### src/rtl/mat_stream_loader.sv
`default_nettype none
// ============================================================================
//  Module      : mat_stream_loader
//  Description : Serial-to-parallel matrix assembler. Accepts one element per
//                valid/ready handshake in row-major order and captures the
//                scale factor with element [0][0]. When the last element is
//                accepted, it holds the full matrix and scale stable until
//                the consumer acknowledges.
//  Revision    : 1.0 - initial release
// ============================================================================
module mat_stream_loader #(
    parameter int SIZE_A = 8,
    parameter int SIZE_B = 8,
    parameter int N_BITS = 22
) (
    input  logic                                     clk,
    input  logic                                     reset,
    input  logic                                     clear,
    input  logic                                     in_valid,
    output logic                                     in_ready,
    input  logic [N_BITS-1:0]                        in_data,
    input  logic [N_BITS-1:0]                        scale_in,
    output logic [SIZE_A-1:0][SIZE_B-1:0][N_BITS-1:0] mat,
    output logic [N_BITS-1:0]                        scale_out,
    output logic                                     mat_valid,
    input  logic                                     mat_ack
);

    // Counter widths; a size-1 dimension still gets a 1-bit counter.
    localparam int c_row_w = (SIZE_A > 1) ? $clog2(SIZE_A) : 1;
    localparam int c_col_w = (SIZE_B > 1) ? $clog2(SIZE_B) : 1;

    localparam logic [c_row_w-1:0] c_last_row = c_row_w'(SIZE_A - 1);
    localparam logic [c_col_w-1:0] c_last_col = c_col_w'(SIZE_B - 1);

    typedef enum logic [0:0] {
        FILL = 1'b0,
        FULL = 1'b1
    } state_t;

    state_t                                     r_state;
    logic [c_row_w-1:0]                         r_row;
    logic [c_col_w-1:0]                         r_col;
    logic                                       r_in_ready;
    logic                                       r_mat_valid;
    logic [SIZE_A-1:0][SIZE_B-1:0][N_BITS-1:0]  r_mat;
    logic [N_BITS-1:0]                          r_scale;

    logic                                       w_accept;
    logic                                       w_first;

    // An element is taken only while filling; clear suppresses the write.
    assign w_accept = (r_state == FILL) && in_valid && !clear;
    assign w_first  = (r_row == '0) && (r_col == '0);

    assign in_ready  = r_in_ready;
    assign mat_valid = r_mat_valid;
    assign mat       = r_mat;
    assign scale_out = r_scale;

    // Fill/full sequencing with row-major index counters and registered flags.
    always_ff @(posedge clk) begin
        if (reset) begin
            r_state     <= FILL;
            r_row       <= '0;
            r_col       <= '0;
            r_in_ready  <= 1'b1;
            r_mat_valid <= 1'b0;
        end else begin
            case (r_state)
                FILL: begin
                    if (clear) begin
                        // Abandon the partial fill; stale data is overwritten on refill.
                        r_row <= '0;
                        r_col <= '0;
                    end else if (in_valid) begin
                        if (r_col == c_last_col) begin
                            r_col <= '0;
                            if (r_row == c_last_row) begin
                                r_row       <= '0;
                                r_state     <= FULL;
                                r_in_ready  <= 1'b0;
                                r_mat_valid <= 1'b1;
                            end else begin
                                r_row <= r_row + 1'b1;
                            end
                        end else begin
                            r_col <= r_col + 1'b1;
                        end
                    end
                end
                FULL: begin
                    // clear in FULL behaves exactly like an acknowledge.
                    if (mat_ack || clear) begin
                        r_state     <= FILL;
                        r_in_ready  <= 1'b1;
                        r_mat_valid <= 1'b0;
                    end
                end
                default: begin
                    r_state     <= FILL;
                    r_row       <= '0;
                    r_col       <= '0;
                    r_in_ready  <= 1'b1;
                    r_mat_valid <= 1'b0;
                end
            endcase
        end
    end

    // Element storage: write the accepted element at the current row/col.
    always_ff @(posedge clk) begin
        if (reset) begin
            r_mat <= '0;
        end else if (w_accept) begin
            for (int r = 0; r < SIZE_A; r++) begin
                for (int c = 0; c < SIZE_B; c++) begin
                    if ((r_row == c_row_w'(r)) && (r_col == c_col_w'(c))) begin
                        r_mat[r][c] <= in_data;
                    end
                end
            end
        end
    end

    // Scale is captured only alongside element [0][0].
    always_ff @(posedge clk) begin
        if (reset) begin
            r_scale <= '0;
        end else if (w_accept && w_first) begin
            r_scale <= scale_in;
        end
    end

endmodule
`default_nettype wire

### config.mk
export PLATFORM = sky130hd
export DESIGN_NAME = mat_stream_loader
export DESIGN_NICKNAME = d
export VERILOG_FILES = /design/src/rtl/mat_stream_loader.sv
export SDC_FILE = /design/constraint.sdc
export NUM_CORES = 2
export LEC_CHECK = 0
export BUFFER_PORTS_ARGS = -buffer_cell sky130_fd_sc_hd__buf_2
export CAP_MARGIN = 40
export CORE_AREA = 2 2 578 580
export CTS_BUF_LIST = sky130_fd_sc_hd__clkbuf_2 sky130_fd_sc_hd__clkbuf_4 sky130_fd_sc_hd__clkbuf_8
export DETAILED_ROUTE_END_ITERATION = 16
export DIE_AREA = 0 0 580 582
export PLACE_DENSITY = 0.41
export SLEW_MARGIN = 5
export SYNTH_ARGS = -nofsm -noshare
export SYNTH_HDL_FRONTEND = slang
export SYNTH_SLANG_ARGS = --single-unit
### constraint.sdc
create_clock -name clk -period 2.12 [get_ports clk]
set_input_delay 0.424 -clock clk [delete_from_list [all_inputs] [get_ports clk]]
set_output_delay 0.424 -clock clk [all_outputs]
set_load 0.03 [all_outputs]
Yosys cells after proc, flatten, opt, wreduce, memory -nomap -nowiden:

Index checks and enable logic that the tools add are counted.

* reductions and logical operators: 140
* eq/ne operators: 19
* $add $sub $neg: 2
* bitwise logic cells: 1
* multiplexer cells: 25

Operator list (number)
* 2-bit AND reduction: 65
* 1-bit logical AND: 67
* 3-bit == test, second input constant: 8
* 3-bit 2-to-1 mux: 7
* 1-bit 2-to-1 mux: 15
* 3-bit by 2-bit == test with 1-bit output, second input constant: 4
* 3-bit by 1-bit adder with 3-bit output, second input constant: 2
* 3-bit by 1-bit == test with 1-bit output, second input constant: 2
* 3-bit zero test: 2
* 2-bit by 1-bit inequality test with 1-bit output, second input constant: 3
* 1-bit one-hot mux with 2 select lines: 3
* 5-bit AND reduction: 1
* 2-bit inequality test, second input constant: 2
* 2-bit nonzero test: 2
* 3-bit AND reduction: 1
* 1-bit zero test: 1
* 1-bit logical OR: 1
* 1-bit inverter: 1

* output and inout bits: 1432
* register bits after elaboration: 1439
* bits of input ports: 49

Logic depth before layout (Yosys ltp):

* depth in word-level cells: 6
* depth in mapped cells: 8

Worst setup path after synthesis:

No wires, ideal clock.

* kind: register to register
* start: register r_col[2]
* end: register r_mat (netlist bit mat[67])
* setup slack: 0.122 ns
* period minus slack after synthesis: 1.998 ns
* data required time: 2.048 ns
* data arrival time: 1.926 ns
* stages on the path, launching flop included: 9
* cells stage by stage: dfxtp_1 -> buf_2 -> buf_4 -> inv_1 -> ha_1 -> and4bb_2 -> nand2_1 -> buf_2 -> mux2i_1

* longest elaborated chain between the ends: 3

Ends and longest elaborated chain
* from (decl): RTL line 43 `logic [c_col_w-1:0] r_col;`
* from (signal assigned): RTL line 88 `r_col <= r_col + 1'b1;`
* 3-bit by 2-bit == test with 1-bit output: RTL line 118 `if ((r_row == c_row_w'(r)) && (r_col == c_col_w'(c))) begin`
* 1-bit logical AND: RTL line 118
* 2-bit AND reduction (no source line)
* to (signal, indexed assignment): RTL line 119 `r_mat[r][c] <= in_data;`
* to (decl): RTL line 46 `logic [SIZE_A-1:0][SIZE_B-1:0][N_BITS-1:0] r_mat;`

No other way between the ends.
A chain may end at the register's enable or synchronous reset.

Worst setup path in the final report:

* start: register r_col[1]
* end: register r_mat (netlist bit mat[78])

Same word-level chain as after synthesis.

==> impl_metrics.csv <==
group,metric,value,unit
global_route,grt_max_degree,148,
logic_synthesis,avgSynthCellArea,11.24,um2
sta,finalSetupViolCount,0,
power,p_switching,15.30,mW
placement,port_buffers,1480,
clock_network,cts_buffer_depth,4,
clock_network,htreeDepth,5,
sta,hold_viol,0,
sta,tightest_slew,0.6496,ns
setup_path,crit_type,"flop to flop",
floorplanning,dieArea,0.3376,mm2
sta,maxSlewHeadroom,56.69,%
cells_and_area,nFillCells,35530,
sta,rsz0062_at_grt,"yes",
cells_and_area,final_util,24.49,%
routing,viasPerCell,3.781,
power,powerDensity,761.5,mW/mm2
clock_network,clock-sinks,1439,
power,irDropWorstVdd,419.4,uV
routing,num_vias,42370,
power,power_frac_comb,5.0,%
power,p_sw_share,24.72,%
floorplanning,start_util,16.82,%
global_route,antenna_found_initial,31,
flow_run,max-cap-violations,0,
sta,fmax,490.4,MHz
cells_and_area,area_growth,45.63,%
logic_synthesis,ys_seq_elements,1439,
global_route,grt_pass1_vias,43800,
logic_synthesis,synth-edff-count,0,
sta,min_period_over_period,96.18,%
routing,antenna_left,0,
routing,drc,0,
power,p_clk_share,51.1,%
setup_path,crit_path_end_kind,"flop",
clock_network,cts_tree,"yes",
logic_synthesis,yosysSeqAreaShare,51.62,%
setup_path,worst-path-max-fanout,22,
sta,timing.final.max_slew_violations,0,
sta,fin_skew,0.1023,ns
setup_path,critPathRequiredTime,2.93,ns
routing,drtPass1Iterations,5,
setup_path,critical_path_arrival,2.84,ns
sta,finalCriticalPeriod,2.039,ns
global_route,grt_pass1_wl,366400,um
power,power.share.sequential,43.9,%
worst_hold_path,hp-class,"primary input to flop",
clock_network,cts-root-buf,"clkbuf_8",
logic_synthesis,syn_area,0.05581,mm2
setup_path,cp-start-kind,"flop",
floorplanning,die_w,580,um
global_route,globalRouteTotalUtil,15.35,%
logic_synthesis,synth_nets,5029,
routing,wl_per_cell,24.19,um
global_route,gr-total-overflow,0,
placement,place_congestion,0.7616,
floorplanning,pin_count,1481,
logic_synthesis,syn_inst,4966,
placement,dpl.hpwl,187900,um
power,p_leak,42.16,nW
floorplanning,rows,212,
clock_network,cts_buffers,288,
routing,wirelength,271000,um
logic_synthesis,netlist-cell-type-count,39,
logic_synthesis,ys.flop_type,"dfxtp_1",
power,cellInternalPower,46.59,mW
clock_network,clkTransAtPathRegs,0.06,ns
clock_network,clock_latency,1.02,ns
routing,drt-initial-drc-count,1929,
logic_synthesis,synthArstFlopShare,0,%
logic_synthesis,ys_warn_count,0,
status,status,"finished, final reports clean",
sta,fin_setup_tns,0,ns
cells_and_area,nNetsFinal,6655,
floorplanning,die_h,582,um
floorplanning,core,0.3318,mm2
cells_and_area,drive_gt1_share,37.91,%
[cell usage in the layout, fill, tap and decap left out, types with 23 or more instances in the layout]
cell / synthesis / final
clkbuf_4: 0 / 88
nand2b_1: 1453 / 1431
dfxtp_1: 1439 / 1228
buf_6: 25 / 277
buf_12: 0 / 160
buf_4: 42 / 707
buf_2: 102 / 617
mux2i_1: 1408 / 1408
nand4b_1: 23 / 23
clkbuf_8: 0 / 362
dfxtp_2: 0 / 206
o21ai_0: 26 / 26
dlygate4sd3_1: 0 / 49
[worst max-delay path: stages, from the launching register on]
cell      delay, ns
dfxtp_1        0.38
ha_1           0.23
ha_1           0.27
and4bb_2       0.42
nand2_2        0.10
buf_12         0.17
mux2i_1        0.17
[worst paths after layout]
check | from | end | slack (ns) | cells past startpoint
max | r_col[1]$_SDFFE_PP0P_ | mat[78]$_SDFFE_PP0P_ | 0.08 | 6
min | in_data[16] | mat[192]$_SDFFE_PP0P_ | 0.20 | 3
max reg2reg | r_col[1]$_SDFFE_PP0P_ | mat[78]$_SDFFE_PP0P_ | 0.08 | 6
min reg2reg | mat[1290]$_SDFFE_PP0P_ | mat[1290]$_SDFFE_PP0P_ | 0.47 | 2
[area by class of cell]
| type | instances | area [um2] | area share [%] |
|---|---|---|---|
| Clock buffer | 449 | 5635 | 6.934 |
| Tap cell | 4387 | 5489 | 6.754 |
| Antenna cell | 13 | 32.53 | 0.04003 |
| Timing Repair Buffer | 1816 | 15320 | 18.85 |
| Inverter | 8 | 30.03 | 0.03695 |
| Clock inverter | 55 | 693.2 | 0.8529 |
| Multi-Input combinational cell | 3039 | 24990 | 30.75 |
| Sequential cell | 1439 | 29080 | 35.79 |
[through the flow]
stage / hold slack, ns / instance area (um2) / power [mW] / std cells / worst slack [ns]
6_report: 0.2046 / 81270 / 61.89 / 11210 / 0.08105
5_1_grt: 0.05024 / 81250 / 64.42 / 11200 / -0.05251
4_1_cts: 0.04732 / 81150 / 63.21 / 11190 / -0.1258
3_5_place_dp: 0.4605 / 70690 / 30.87 / 10630 / -0.008505
3_3_place_gp: 0.4563 / 70690 / 30.86 / 10630 / -0.009720
2_1_floorplan: 0.4648 / 55810 / 29.09 / 4966 / 0.1221
[power by group through the flow]
| stage | Clock (mW) | Sequential [mW] | Combinational (mW) |
|---|---|---|---|
| global placement | 0 | 27.7 | 3.13 |
| CTS | 32.8 | 27.1 | 3.24 |
| finish | 31.6 | 27.1 | 3.12 |
| floorplan | 0 | 27.8 | 1.24 |
| global route | 34.0 | 27.1 | 3.28 |
| detailed placement | 0 | 27.7 | 3.13 |
[flip-flops by register name, summed over array words and instances (netlist names)]
name and flops:
mat 1408, scale_out 22, r_col 3, r_row 3, in_ready 1, mat_valid 1
r_state 1
[logic make-up (layout without fill, tap and decap cells)]
kind of cell | Yosys count | count (layout) | share of synthesized area (%)
AOI/OAI and AO/OA | 38 | 38 | 0.3654
other | 0 | 13 | 0
muxes | 1408 | 1408 | 25.25
DFF | 1439 | 1439 | 51.62
buffers and inverters | 488 | 2328 | 4.157
adders and majority gates | 14 | 14 | 0.3139
and+or+nand+nor | 1579 | 1579 | 18.29
[metal layers]
metal	track usage [%]	up-vias	share of wire (%)
met5	0	-	0.028
met4	4.465	12	2.7
met3	5.334	360	8.2
met2	26.54	1488	49
met1	17.74	20830	40
li1	-	19680	-
[cell usage after synthesis, types with 2 or more instances]
master    count  share of area (%)
a21o_1        2              0.027
a21oi_1       7              0.063
and2_1        2              0.022
and4_1        2              0.031
and4b_1       2              0.036
and4bb_2     10               0.22
buf_1        21               0.14
buf_2       102               0.91
buf_4        42               0.56
buf_6        25               0.50
clkbuf_1    286                1.9
clkbuf_2      3              0.027
dfxtp_1    1439                 52
ha_1         14               0.31
inv_1         8              0.054
mux2i_1    1408                 25
nand2_1      10              0.067
nand2_2      20               0.22
nand2b_1   1453                 16
nand3_1       4              0.036
nand3_2       4              0.072
nand4_1      12               0.13
nand4_2      10               0.22
nand4_4       9               0.34
nand4b_1     23               0.36
nor2_1        3              0.020
nor2b_1       8              0.090
o21ai_0      26               0.23
[timing repair]
action | 4_1_cts | 5_1_grt
endpoints found under the hold margin | 835 | 0
resized for setup | 1374 | 10
setup buffers | 7 | 2
hold buffers | 49 | 0
endpoints found under the setup margin | 916 | 175
gates cloned | 1 | 1
pin swaps | 1 | 2
(Power assumes the default switching activity.)
